==> src/rtl/data_bus_pkg.sv <==
// Shared definitions for the data-memory bus masters.
// Provides the master FSM state type, default bus widths, and the
// round-robin pointer advance used by the arbiter and the master.
package data_bus_pkg;

    typedef enum logic {
        IDLE = 1'b0,
        READ = 1'b1
    } state_t;

    localparam int DEF_ADDR_W = 8;
    localparam int DEF_DATA_W = 8;

    // Advance a round-robin index by one, wrapping at n.
    function automatic int next_rr(input int idx, input int n);
        return (idx + 1 >= n) ? 0 : idx + 1;
    endfunction

endpackage

==> src/rtl/rr_pick.sv <==
// Combinational round-robin picker.
// Ports:
//   req     - request vector, one bit per core
//   rr_ptr  - index that has highest priority this round
//   winner  - first requesting index at or after rr_ptr (modulo NUM_CORES)
//   any_req - at least one request bit is set
module rr_pick
    import data_bus_pkg::*;
#(
    parameter int NUM_CORES = 4,
    parameter int IDX_W     = (NUM_CORES > 1) ? $clog2(NUM_CORES) : 1
) (
    input  logic [NUM_CORES-1:0] req,
    input  logic [IDX_W-1:0]     rr_ptr,
    output logic [IDX_W-1:0]     winner,
    output logic                 any_req
);

    logic             found;
    logic [IDX_W-1:0] cand;

    // Walk the ring starting at rr_ptr; the first set bit wins.
    always_comb begin
        winner = '0;
        found  = 1'b0;
        cand   = rr_ptr;
        for (int off = 0; off < NUM_CORES; off++) begin
            if (!found && req[cand]) begin
                found  = 1'b1;
                winner = cand;
            end
            cand = IDX_W'(next_rr(int'(cand), NUM_CORES));
        end
    end

    assign any_req = |req;

endmodule

==> src/rtl/data_bus_master.sv <==
// Read-side initiator for the shared data memory.
// Arbitrates per-core read requests round-robin, drives a registered
// address to the memory, captures the memory's combinational data one
// cycle later and returns it to the winning core with a one-cycle ack.
// Ports:
//   clk, reset (async, active-low)
//   req[NUM_CORES], req_addr[NUM_CORES*ADDR_W]  - per-core requests
//   ack[NUM_CORES], rd_data[NUM_CORES*DATA_W]   - per-core results
//   mem_addr[ADDR_W] (out), mem_data[DATA_W] (in) - memory read port
//   busy - high while a read is outstanding (state READ)
module data_bus_master
    import data_bus_pkg::*;
#(
    parameter int NUM_CORES = 4,
    parameter int ADDR_W    = DEF_ADDR_W,
    parameter int DATA_W    = DEF_DATA_W
) (
    input  logic                        clk,
    input  logic                        reset,
    input  logic [NUM_CORES-1:0]        req,
    input  logic [NUM_CORES*ADDR_W-1:0] req_addr,
    output logic [NUM_CORES-1:0]        ack,
    output logic [NUM_CORES*DATA_W-1:0] rd_data,
    output logic [ADDR_W-1:0]           mem_addr,
    input  logic [DATA_W-1:0]           mem_data,
    output logic                        busy
);

    localparam int IDX_W = (NUM_CORES > 1) ? $clog2(NUM_CORES) : 1;

    state_t                              state_q, state_d;
    logic [IDX_W-1:0]                    rr_ptr_q, rr_ptr_d;
    logic [IDX_W-1:0]                    win_idx_q, win_idx_d;
    logic [ADDR_W-1:0]                   mem_addr_q, mem_addr_d;
    logic [NUM_CORES-1:0]                ack_q, ack_d;
    logic [NUM_CORES-1:0][DATA_W-1:0]    rd_data_q, rd_data_d;

    logic [NUM_CORES-1:0][ADDR_W-1:0]    addr_v;
    logic [IDX_W-1:0]                    winner;
    logic                                any_req;

    assign addr_v = req_addr;

    rr_pick #(
        .NUM_CORES (NUM_CORES),
        .IDX_W     (IDX_W)
    ) u_rr_pick (
        .req     (req),
        .rr_ptr  (rr_ptr_q),
        .winner  (winner),
        .any_req (any_req)
    );

    always_comb begin
        state_d    = state_q;
        rr_ptr_d   = rr_ptr_q;
        win_idx_d  = win_idx_q;
        mem_addr_d = mem_addr_q;
        rd_data_d  = rd_data_q;
        ack_d      = '0;
        case (state_q)
            IDLE: begin
                if (any_req) begin
                    win_idx_d  = winner;
                    mem_addr_d = addr_v[winner];
                    state_d    = READ;
                end
            end
            READ: begin
                // mem_data reflects mem_addr_q, latched on entry to READ,
                // so later req_addr changes cannot disturb this read.
                rd_data_d[win_idx_q] = mem_data;
                ack_d[win_idx_q]     = 1'b1;
                rr_ptr_d             = IDX_W'(next_rr(int'(win_idx_q), NUM_CORES));
                state_d              = IDLE;
            end
            default: state_d = IDLE;
        endcase
    end

    always_ff @(posedge clk or negedge reset) begin
        if (!reset) begin
            state_q    <= IDLE;
            rr_ptr_q   <= '0;
            win_idx_q  <= '0;
            mem_addr_q <= '0;
            ack_q      <= '0;
            rd_data_q  <= '0;
        end else begin
            state_q    <= state_d;
            rr_ptr_q   <= rr_ptr_d;
            win_idx_q  <= win_idx_d;
            mem_addr_q <= mem_addr_d;
            ack_q      <= ack_d;
            rd_data_q  <= rd_data_d;
        end
    end

    assign ack      = ack_q;
    assign rd_data  = rd_data_q;
    assign mem_addr = mem_addr_q;
    assign busy     = (state_q == READ);

endmodule

==> config.mk <==
export PLATFORM = sky130hd
export DESIGN_NAME = data_bus_master
export DESIGN_NICKNAME = d
export VERILOG_FILES = /design/src/rtl/data_bus_pkg.sv /design/src/rtl/rr_pick.sv /design/src/rtl/data_bus_master.sv
export SDC_FILE = /design/constraint.sdc
export NUM_CORES = 1
export LEC_CHECK = 0
export ABC_AREA = 1
export BUFFER_PORTS_ARGS = -buffer_cell sky130_fd_sc_hd__buf_4
export CAP_MARGIN = 20
export CORE_UTILIZATION = 45
export CTS_BUF_LIST = sky130_fd_sc_hd__clkbuf_8
export DETAILED_ROUTE_END_ITERATION = 12
export HOLD_SLACK_MARGIN = 0.12
export PLACE_DENSITY = 0.74
export SLEW_MARGIN = 10
export SYNTH_ARGS = -nofsm -noshare
export SYNTH_HDL_FRONTEND = slang
export SYNTH_SLANG_ARGS = --single-unit
==> constraint.sdc <==
create_clock -name clk -period 2.4 [get_ports clk]
set_input_delay 0.24 -clock clk [delete_from_list [all_inputs] [get_ports clk]]
set_output_delay 0.24 -clock clk [all_outputs]
set_load 0.01 [all_outputs]
=== Word-level counts from Yosys, hierarchy flattened ===
Cells that the tools add are included.

* Bitwise gates (word level): 1
* Multipliers: 0
* Divide/modulo/power cells: 0
* $add $sub $neg: 4
* Reductions and logical operators: 9
* Multiplexer cells: 29
* Shift operators: 0
* Equal/unequal tests: 0
* Order comparisons: 11

{| class="wikitable"
|+ Operators with widths
! kind !! number
|-
| 32-bit bitwise mux || 1
|-
| 2-bit by 3-bit < comparator with 1-bit output (second input constant) || 6
|-
| 8-bit binary-select mux with 2-bit select || 1
|-
| 8-bit demux with 2-bit select || 1
|-
| 2-bit two-way mux || 8
|-
| 8-bit two-way mux || 2
|-
| 2-bit by 1-bit adder with 3-bit output (second input constant) || 4
|-
| 3-bit greater-or-equal comparator (second input constant) || 4
|-
| 1-bit two-way mux || 9
|-
| 1-bit binary-select mux with 2-bit select || 4
|-
| 1-bit logical AND || 4
|-
| 4-bit two-way mux || 1
|-
| 4-bit OR reduction || 1
|-
| 1-bit logical NOT || 3
|-
| 1-bit demux with 2-bit select || 1
|-
| 2-bit by 1-bit greater-or-equal comparator with 1-bit output (second input constant) || 1
|-
| 1-bit one-hot mux with 2 select lines || 1
|-
| 2-bit AND reduction || 1
|-
| 1-bit inverter || 1
|}

* Word-level logic and storage cells: 63
* Bits in latches: 0
* Output and inout port bits: 45
* Bits of input ports: 46
* Memory bits (writable): 0
* ROM bits: 0
* Memories: 0
* Bits in registers: 49

=== Longest topological paths before layout ===
Gate-level depths: netlist of the first run.

* Depth in word-level cells: 15
* Mapped depth: 16
* Gate-level depth less buffers: 15

=== Hierarchy ===
A second synthesis of the first run with hierarchy kept.

* Cells, all modules: 300
* Area, all modules: 2423.6 um^2

{| class="wikitable"
|+ By module, submodules not included
! module !! cells an instance !! instances !! seq. area each (um^2) !! area each (um^2)
|-
| data_bus_master || 250 || 1 || 1226.2 || 2172.1
|-
| rr_pick || 50 || 1 || 0.0 || 251.5
|}

=== Worst setup path after synthesis of the first run ===
OpenSTA, ideal clock, no wires.

* Kind: register to register
* Start point: register rr_ptr_q[0]
* End point: register mem_addr_q[7], in the netlist mem_addr[7]
* Cell stages (with the launch flop): 15
* Buffers on the path: 1
* Period minus slack after synthesis: 1.932 ns
* Slack: 0.468 ns
* Data arrival time: 1.808 ns
* Required time: 2.276 ns
* Library setup time: 0.124 ns
* Cells stage by stage: dfrtp_1 > ha_1 > inv_1 > o21ai_1 > nand2_1 > nand2_1 > nand2_1 > nand2_1 > nand3_2 > nand2_2 > nand2_2 > buf_4 > nor2_1 > nand3b_1 > nand3_1

* Longest elaborated chain between the ends: 15
* Elaborated cells on any way between the ends: 32
* Those cells by class: 3 x add/sub; 3 x order compare; 20 x mux; 6 x reduce/logical

{| class="wikitable"
|+ Ends and longest elaborated chain
! what !! RTL line !! text
|-
| start: declaration || data_bus_master.sv:32 || <nowiki>logic [IDX_W-1:0] rr_ptr_q, rr_ptr_d;</nowiki>
|-
| start signal: assignment || data_bus_master.sv:91 || <nowiki>rr_ptr_q <= rr_ptr_d;</nowiki>
|-
| 2-bit by 1-bit adder with 3-bit output || data_bus_pkg.sv:16 || <nowiki>return (idx + 1 >= n) ? 0 : idx + 1;</nowiki>
|-
| 3-bit greater-or-equal comparator || data_bus_pkg.sv:16 ||
|-
| 2-bit two-way mux || data_bus_pkg.sv:16 ||
|-
| 2-bit by 1-bit adder with 3-bit output or 1-bit binary-select mux with 2-bit select (tied branches) || data_bus_pkg.sv:16, rr_pick.sv:28 ||
|-
| 3-bit greater-or-equal comparator or 1-bit two-way mux (tied branches) || data_bus_pkg.sv:16, rr_pick.sv:28 ||
|-
| 2-bit two-way mux or 1-bit logical AND (tied branches) || data_bus_pkg.sv:16, rr_pick.sv:28 ||
|-
| 2-bit by 1-bit adder with 3-bit output (tied with other cells) || data_bus_pkg.sv:16 ||
|-
| 3-bit greater-or-equal comparator (tied with other cells) || data_bus_pkg.sv:16 ||
|-
| 2-bit two-way mux or 1-bit logical AND (tied branches) || data_bus_pkg.sv:16, rr_pick.sv:28 ||
|-
| 1-bit binary-select mux with 2-bit select or 1-bit two-way mux (tied branches) || rr_pick.sv:28 || <nowiki>if (!found && req[cand]) begin</nowiki>
|-
| 1-bit two-way mux (not written as such) or 1-bit logical NOT (tied branches) || rr_pick.sv:28 ||
|-
| 1-bit logical AND || rr_pick.sv:28 ||
|-
| 2-bit two-way mux * || rr_pick.sv:28 ||
|-
| 8-bit binary-select mux with 2-bit select * || data_bus_master.sv:65 || <nowiki>mem_addr_d = addr_v[winner];</nowiki>
|-
| 8-bit two-way mux (not written as such) * || data_bus_master.sv:65 ||
|-
| end signal: assignment || data_bus_master.sv:93 || <nowiki>mem_addr_q <= mem_addr_d;</nowiki>
|-
| end: declaration || data_bus_master.sv:34 || <nowiki>logic [ADDR_W-1:0] mem_addr_q, mem_addr_d;</nowiki>
|}

Every way passes the cells marked *; elsewhere a longest branch is shown, timed or not. The select of a mux whose other input is x is not followed.
A chain may end at the register's enable or synchronous reset.

=== Final worst setup path of the first run ===
* Start point: register rr_ptr_q[1]
* End point: register mem_addr_q[4], in the netlist mem_addr[4]

Same word-level chain as after synthesis.

==> results of run 1 <==
==> worst paths after layout <==
path / startpoint / endpoint
worst max-delay path: rr_ptr_q[1] / mem_addr[4]
worst min-delay path: mem_data[6] / rd_data[6]
worst max register to register: rr_ptr_q[1] / mem_addr[4]
worst min register to register: rd_data[7] / rd_data[7]
max in group asynchronous: reset / mem_addr[0]
min in group asynchronous: reset / rd_data[14]
==> timing repair <==
item / 4_1_cts / 5_1_grt
gates resized for setup: 0 / 1
hold endpoints to repair: 49 / 0
hold buffers: 1 / 0
setup endpoints to repair: 0 / 2
==> power by group through the flow <==
stage / Sequential [mW] / Combinational [mW] / Clock [mW]
6_report: 1.46 / 2.88 / 0.478
3_5_place_dp: 1.47 / 2.88 / 0
4_1_cts: 1.46 / 2.88 / 0.491
3_3_place_gp: 1.46 / 2.82 / 0
5_1_grt: 1.51 / 3.27 / 0.516
2_1_floorplan: 1.60 / 1.84 / 0
==> flip-flops by register name, summed over array words and instances (netlist names) <==
signal,count
rr_ptr_q,2
busy,1
mem_addr,8
ack,4
rd_data,32
win_idx_q,2
==> worst max-delay path, stage by stage (launching register included) <==
cell and delay [ns]:
dfrtp_1 0.41, ha_1 0.39, inv_1 0.11, o21ai_1 0.11
nand2_1 0.11, o21ai_2 0.19, nand4_1 0.13, nand2_2 0.15
inv_2 0.08, nor2_2 0.20, nand3b_1 0.11, nand3_1 0.08
==> routing by layer <==
layer	track usage	wire length, um	vias to the layer above
li1	-	-	1176
met2	0.362	2670	78
met3	0.0563	445	5
met5	0	0	-
met1	0.258	2550	1020
met4	0.0519	37	0
==> per-stage QoR <==
| stage | hold WS, ns | instances |
|---|---|---|
| floorplan | -0.0556 | 318 |
| finish | 0.250 | 480 |
| global route | 0.263 | 480 |
| detailed placement | 0.303 | 471 |
| global placement | 0.293 | 471 |
| CTS | 0.244 | 480 |
==> cells by family after synthesis <==
| kind of cell | Yosys count | share of synthesized area |
|---|---|---|
| AOI/OAI and AO/OA | 40 | 0.0868 |
| adders and majority gates | 5 | 0.0252 |
| buffers and inverters | 56 | 0.0944 |
| DFF | 49 | 0.495 |
| and+or+nand+nor | 168 | 0.299 |
==> placed cells by master, fill, tap and decap left out, drive strengths merged <==
master | synthesis | layout
nand2 | 115 | 115
buf | 5 | 94
dfrtp | 49 | 49
inv | 45 | 46
o21ai | 38 | 38
nand3 | 37 | 37
nor2 | 10 | 10
ha | 5 | 5
clkbuf | 6 | 5
nand3b | 4 | 4
clkinvlp | 0 | 2
nand4 | 2 | 2
a41oi | 1 | 1
a21oi | 1 | 1
dlygate4sd3 | 0 | 1
==> layout make-up <==
| cell class | instances | share of cell area |
|---|---|---|
| Multi-Input combinational cell | 213 | 0.309 |
| Timing Repair Buffer | 95 | 0.216 |
| Sequential cell | 49 | 0.371 |
| Inverter | 45 | 0.0510 |
| Clock buffer | 5 | 0.0208 |
| Clock inverter | 3 | 0.00567 |
| Tap cell | 70 | 0.0265 |
==> results.yml, run 1 <==
power:
  powerDensity_nw_per_um2: 1450
  intPower_mw: 2.62
  p_sw_mw: 2.20
  peakVddDrop_uv: 681
  power.share.sequential: 0.303
  total_power_mw: 4.81
  p_comb_frac: 0.597
  leakage_nw: 1.89
  power_switching_share: 0.457
  p_clk_frac: 0.099
timing:
  worst_pin_slew_ns: 0.608
  worst_slack_ns: 0.246
  finalCriticalPeriod_ns: 2.15
  setup_tns_ns: 0
  setup_viol: 0
  timing.fmax_mhz: 464
  timing.final.crit_share: 0.897
  slew_headroom: 0.595
  hold_viol_final: 0
  fin_skew_ns: 0.00679
  final_max_slew_viol_count: 0
  rsz0062_at_grt: "no"
layout:
  n_fill_cell: 454
  drive_above_1_share: 0.280
  seq_area_um2: 1230
  n_antenna_cell: 0
  final_util: 0.636
  design_area_um2: 3310
  multi_input_area_um2: 1020
  layout.nets: 460
  area_growth_syn_to_layout_pct: 33.5
die:
  fp-row-count: 26
  dieHeight_um: 76.2
  die_area_um2: 5810
  dieWidth_um: 76.2
  pin_count: 91
  coreArea_um2: 5200
  start_util: 0.476
drt:
  vias_per_cell: 4.75
  drtIter0Drc: 116
  drc: 0
  first_pass_iters: 4
  finalWirelength_um: 5700
  vias: 2279
  detail-route-antenna-nets: 0
  drt-wirelength-per-cell_um: 11.9
global_route:
  grt_util_all_layers: 0.209
  grt_pass1_wl_um: 9890
  grt_max_degree: 50
  grt_overflow: 0
  grt_pass1_vias: 2217
  antenna_found_initial: 0
logic_synthesis:
  syn_nets: 369
  synth_top_cell_area_share: 0.495
  netlist_area_um2: 2480
  ys_ff_latch: 49
  yosys-top-cells-area: "dfrtp_1 (49%), nand2_1 (17%), nand3_1 (7.1%)"
  syn_inst: 318
  synth_seq_area_share: 0.495
  synth-main-ff-cell: "dfrtp_1"
  ys_warn_count: 0
  yosysMostFrequentCell: "nand2_1"
  yosys-top-cells-count: "nand2_1 (111), dfrtp_1 (49), inv_1 (43)"
  synth_largest_area_cell: "dfrtp_1"
  synth_edf_count: 0
  synth.distinct_cells: 23
  synth_area_per_cell_um2: 7.79
  async_flop_share: 1.00
clocking:
  cts_buffers: 5
  root_buffer: "clkbuf_8"
  clock_sinks: 49
  cts_setup_buffers: 0
  clk_path_buf_depth: 2
  insertion_delay_ns: 0.30
  cts_tree: "yes"
  ctsHtreeMaxLevel: 2
  clkTransAtPathRegs_ns: 0.09
placed_design:
  dpl-instance-area_um2: 3210
  post-place-ws_ns: 0.239
  gp_congestion: 0.853
  dpl.hpwl_um: 4290
  port_buffers: 90
worst_setup_path:
  cp_data_arrival_time_ns: 2.39
  crit_fanout: 6
  r2r_slack_ns: 0.25
  required_ns: 2.64
  cp-end-kind: "flop"
  r2r_cells: 11
  critPathLaunchType: "flop"
  crit_type: "flop to flop"
worst_hold_path:
  hold_path.class: "input pin to flop"
  worstHoldPathCells: 3
outcome:
  outcome: "finished clean"
run:
  cap_violations: 0
No activity file was read; power rests on OpenSTA's default activity.
==> run 2: changes to the inputs <==
--- a/config.mk
+++ b/config.mk
@@ -8,11 +8,11 @@
 export ABC_AREA = 1
 export BUFFER_PORTS_ARGS = -buffer_cell sky130_fd_sc_hd__buf_4
 export CAP_MARGIN = 20
-export CORE_UTILIZATION = 45
+export CORE_UTILIZATION = 40
 export CTS_BUF_LIST = sky130_fd_sc_hd__clkbuf_8
 export DETAILED_ROUTE_END_ITERATION = 12
 export HOLD_SLACK_MARGIN = 0.12
-export PLACE_DENSITY = 0.74
+export PLACE_DENSITY = 0.67
 export SLEW_MARGIN = 10
 export SYNTH_ARGS = -nofsm -noshare
 export SYNTH_HDL_FRONTEND = slang
==> results.yml, run 2 (synthesis results as in run 1) <==
outcome:
  outcome: "finished clean"
clocking:
  root_buffer: "clkbuf_8"
  cts_tree: "yes"
  insertion_delay_ns: 0.30
  ctsHtreeMaxLevel: 2
  clkTransAtPathRegs_ns: 0.10
  cts_buffers: 5
  cts_setup_buffers: 0
  clock_sinks: 49
  clk_path_buf_depth: 2
worst_setup_path:
  crit_fanout: 12
  cp-end-kind: "flop"
  required_ns: 2.61
  critPathBufInv: 2
  critPathMaxStageDelay_ns: 0.41
  crit_path_cell_trace: "ha_1, inv_1, o21ai_1, nand2_1, nand2_1, nand2_1, nand2_1, nand3_2, nand2_2, buf_4, nand3_1, nand3_1, nand2_1, nand2_1, nand2_1"
  crit_top_cell: "nand2_1"
  crit_family: "simple AND/OR/NAND/NOR gates"
  cp_data_arrival_time_ns: 2.32
  critical_path.slowest_cell: "dfrtp_1"
  crit_type: "flop to flop"
  critPathLaunchType: "flop"
global_route:
  grt_pass1_vias: 2129
  antenna_found_initial: 0
  gr-usage-met1: 0.244
  grt_max_degree: 50
  use_met2: 0.325
  grt_pass1_wl_um: 9690
  grt_util_all_layers: 0.194
  grt.busiest_layer: "met2"
  use_met3: 0.0580
  grt_overflow: 0
die:
  die_area_um2: 6520
  pin_count: 91
  start_util: 0.416
  dieHeight_um: 80.7
  fp-row-count: 28
  dieWidth_um: 80.7
  coreArea_um2: 5960
layout:
  final_common_cell: "nand2_1"
  area_growth_syn_to_layout_pct: 34.2
  drive_above_1_share: 0.285
  n_fill_cell: 584
  seq_area_um2: 1230
  largest_reg_flops: 32
  layout.nets: 460
  multi_input_area_um2: 1030
  final_cell_mix: "nand2_1 (111), buf_4 (94), dfrtp_1 (49), inv_1 (43)"
  n_antenna_cell: 0
timing:
  fin_skew_ns: 0.00946
  setup_viol: 0
  worst_pin_slew_ns: 0.596
  hold_viol_final: 0
  slew_headroom: 0.603
  finalCriticalPeriod_ns: 2.12
  setup_tns_ns: 0
  whs_ns: 0.243
  rsz0062_at_grt: "no"
  timing.fmax_mhz: 472
  timing.final.crit_share: 0.882
  worst_slack_ns: 0.283
  final_max_slew_viol_count: 0
placed_design:
  gp_congestion: 0.859
  port_buffers: 90
  post-place-ws_ns: 0.214
  dpl.hpwl_um: 4410
power:
  powerDensity_nw_per_um2: 1460
  intPower_mw: 2.63
  power.share.sequential: 0.299
  peakVddDrop_uv: 867
  p_comb_frac: 0.598
  p_clk_frac: 0.102
  leakage_nw: 1.89
  power_switching_share: 0.460
  p_sw_mw: 2.24
drt:
  drc: 0
  vias_per_cell: 4.67
  vias: 2267
  drtIter0Drc: 100
  drt-wirelength-per-cell_um: 12.2
  first_pass_iters: 4
  finalWirelength_um: 5900
  detail-route-antenna-nets: 0
run:
  cap_violations: 0
worst_hold_path:
  hold_path.class: "input pin to flop"
-- run 2: area by class of cell --
| class | instances | share of cell area |
|---|---|---|
| clock buffer | 5 | 0.0207 |
| clock inverter | 3 | 0.00640 |
| inverter | 45 | 0.0508 |
| multi-input combinational | 213 | 0.310 |
| sequential | 49 | 0.369 |
| timing repair buffer | 95 | 0.215 |
| tap | 75 | 0.0282 |
-- run 2: stage by stage --
step | utilization | total power, mW | instances | instance area [um2]
after floorplan | - | 3.44 | 318 | 2480
after global placement | 0.539 | 4.30 | 476 | 3210
after detailed placement | 0.539 | 4.35 | 476 | 3210
after CTS | 0.556 | 4.86 | 485 | 3310
after global routing | 0.558 | 5.39 | 485 | 3330
final | 0.558 | 4.87 | 485 | 3330
-- run 2: repair_timing --
item,CTS,global route
gates resized for setup,0,3
endpoints found under the hold margin,49,0
hold buffers,1,0
endpoints found under the setup margin,0,8
-- run 2: power by group through the flow --
| stage | clock network (mW) | logic [mW] | registers (mW) |
|---|---|---|---|
| 2_1_floorplan | 0 | 1.84 | 1.60 |
| 3_3_place_gp | 0 | 2.84 | 1.46 |
| 3_5_place_dp | 0 | 2.89 | 1.47 |
| 4_1_cts | 0.511 | 2.89 | 1.46 |
| 5_1_grt | 0.541 | 3.35 | 1.50 |
| 6_report | 0.498 | 2.91 | 1.46 |
-- run 2: worst paths after layout --
kind / startpoint / to / slack, ns / depth (start not counted)
min in group asynchronous: reset / rd_data[15] / 0.48 / 2
max in group asynchronous: reset / rd_data[3] / 1.52 / 2
worst max register to register: rr_ptr_q[1] / mem_addr[3] / 0.28 / 15
worst max-delay path: rr_ptr_q[1] / mem_addr[3] / 0.28 / 15
worst min-delay path: req_addr[31] / mem_addr[7] / 0.24 / 5
worst min register to register: rd_data[5] / rd_data[5] / 0.49 / 2
-- run 2: metal layers --
metal | wire length, um | share of wire
met1 | 2690 | 0.46
met4 | 46 | 0.0078
met5 | 0 | 0
met3 | 450 | 0.076
met2 | 2720 | 0.46
-- run 2: worst register-to-register path: stages (launching register included) --
cell and delay (ns):
dfrtp_1 0.41, ha_1 0.39, inv_1 0.12, o21ai_1 0.13, nand2_1 0.12, nand2_1 0.07
nand2_1 0.06, nand2_1 0.08, nand3_2 0.06, nand2_2 0.08, buf_4 0.17, nand3_1 0.10
nand3_1 0.09, nand2_1 0.05, nand2_1 0.05, nand2_1 0.04
==> run 3: changes to the inputs <==
--- a/config.mk
+++ b/config.mk
@@ -8,11 +8,11 @@
 export ABC_AREA = 1
 export BUFFER_PORTS_ARGS = -buffer_cell sky130_fd_sc_hd__buf_4
 export CAP_MARGIN = 20
-export CORE_UTILIZATION = 40
+export CORE_UTILIZATION = 45
 export CTS_BUF_LIST = sky130_fd_sc_hd__clkbuf_8
 export DETAILED_ROUTE_END_ITERATION = 12
 export HOLD_SLACK_MARGIN = 0.12
-export PLACE_DENSITY = 0.67
+export PLACE_DENSITY = 0.78
 export SLEW_MARGIN = 10
 export SYNTH_ARGS = -nofsm -noshare
 export SYNTH_HDL_FRONTEND = slang
==> results.yml, run 3 (synthesis results as in run 1) <==
outcome:
  outcome: "finished clean"
placed_design:
  dpl.hpwl_um: 4540
  port_buffers: 90
  place_inst: 470
  dpl-instance-area_um2: 3200
  gp_congestion: 0.866
layout:
  fin_cells: 479
  final_cell_mix: "nand2_1 (111), buf_4 (93), dfrtp_1 (49), inv_1 (44)"
  design_area_um2: 3340
  largest_reg_flops: 32
  drive_above_1_share: 0.279
  n_antenna_cell: 0
  layout.nets: 459
  area_growth_syn_to_layout_pct: 34.6
  final_common_cell: "nand2_1"
die:
  fp-row-count: 26
  dieWidth_um: 76.2
  dieHeight_um: 76.2
  start_util: 0.476
  coreArea_um2: 5200
  pin_count: 91
  die_area_um2: 5810
timing:
  fin_skew_ns: 0.00210
  worst_pin_slew_ns: 0.626
  timing.final.crit_share: 0.902
  slew_headroom: 0.583
  finalCriticalPeriod_ns: 2.17
  hold_viol_final: 0
  timing.fmax_mhz: 462
  rsz0062_at_grt: "no"
  setup_viol: 0
  final_max_slew_viol_count: 0
  setup_tns_ns: 0
clocking:
  clock_sinks: 49
  cts_tree: "yes"
  cts_setup_buffers: 0
  root_buffer: "clkbuf_8"
  cts_buffers: 5
  clk_path_buf_depth: 2
  ctsHtreeMaxLevel: 2
  insertion_delay_ns: 0.30
  clkTransAtPathRegs_ns: 0.09
power:
  p_sw_mw: 2.27
  p_comb_frac: 0.590
  total_power_mw: 5.02
  peakVddDrop_uv: 779
  intPower_mw: 2.75
  powerDensity_nw_per_um2: 1500
  power_switching_share: 0.452
  p_clk_frac: 0.120
  leakage_nw: 1.90
  power.share.sequential: 0.290
worst_setup_path:
  critical_path.slowest_cell: "dfrtp_1"
  cp_data_arrival_time_ns: 2.35
  crit_fanout: 6
  required_ns: 2.58
  critPathMaxStageDelay_ns: 0.42
  crit_top_cell: "nand3_1"
  cp-end-kind: "flop"
  crit_path_cell_trace: "ha_1, inv_1, o21ai_1, nand2_1, o21ai_2, nand3_1, nand3_1, nand2_2, inv_2, nor2_4, nand3b_1, nand3_1"
  crit_type: "flop to flop"
  critPathLaunchType: "flop"
drt:
  drc: 0
  drt-wirelength-per-cell_um: 12.9
  drtIter0Drc: 207
  finalWirelength_um: 6190
  detail-route-antenna-nets: 0
  vias: 2358
  vias_per_cell: 4.92
  first_pass_iters: 5
global_route:
  grt_overflow: 0
  antenna_found_initial: 0
  grt_pass1_vias: 2297
  grt_max_degree: 50
  grt_pass1_wl_um: 10500
  grt_util_all_layers: 0.224
worst_hold_path:
  hold_path.class: "input pin to flop"
run:
  cap_violations: 0
[run 3: cell type report]
class | instances | area (um2)
Fill cell | 477 | 1870
Clock inverter | 2 | 33.8
Clock buffer | 6 | 82.6
Multi-Input combinational cell | 213 | 1030
Timing Repair Buffer | 94 | 708
Tap cell | 70 | 87.6
Inverter | 45 | 169
Sequential cell | 49 | 1230
[run 3: power groups by stage]
| stage | Sequential (mW) | Combinational, mW | Clock, mW |
|---|---|---|---|
| after floorplan | 1.60 | 1.84 | 0 |
| after global placement | 1.45 | 2.82 | 0 |
| after detailed placement | 1.46 | 2.92 | 0 |
| after CTS | 1.45 | 2.93 | 0.619 |
| after global routing | 1.51 | 3.33 | 0.647 |
| final | 1.45 | 2.96 | 0.603 |
[run 3: per-stage QoR]
step	util	hold WS, ns	setup slack, ns
final	0.641	0.248	0.235
after global routing	0.641	0.256	0.0522
after CTS	0.639	0.247	0.189
after detailed placement	0.615	0.307	0.210
after global placement	0.615	0.297	0.318
after floorplan	-	-0.0556	0.468
[run 3: path summary, 6_finish.rpt]
path,startpoint,end,slack (ns),cells past startpoint
worst min-delay path,mem_data[5],rd_data[29],0.25,3
worst max-delay path,rr_ptr_q[1],mem_addr[1],0.23,12
min in group asynchronous,reset,rd_data[23],0.50,2
worst max register to register,rr_ptr_q[1],mem_addr[1],0.23,12
worst min register to register,mem_addr[0],mem_addr[0],0.50,2
max in group asynchronous,reset,rd_data[8],1.49,2
[run 3: critical path, delay by kind of cell (launching register included)]
family	cells	cell delay, ns
AOI/OAI and AO/OA	2	0.31
adders and majority gates	1	0.39
buffers and inverters	2	0.25
DFF	1	0.42
and+or+nand+nor	7	0.67
[run 3: routing by layer]
layer,global-route usage,vias up,share of wire
li1,-,1170,-
met1,0.277,1072,0.42
met2,0.377,106,0.47
met3,0.0743,10,0.10
met4,0.0558,0,0.012
met5,0,-,0
[run 3: timing repair]
item                                    4_1_cts  5_1_grt
hold endpoints to repair                     49        0
resized for setup                             0        2
hold buffers                                  1        0
endpoints found under the setup margin        0        7
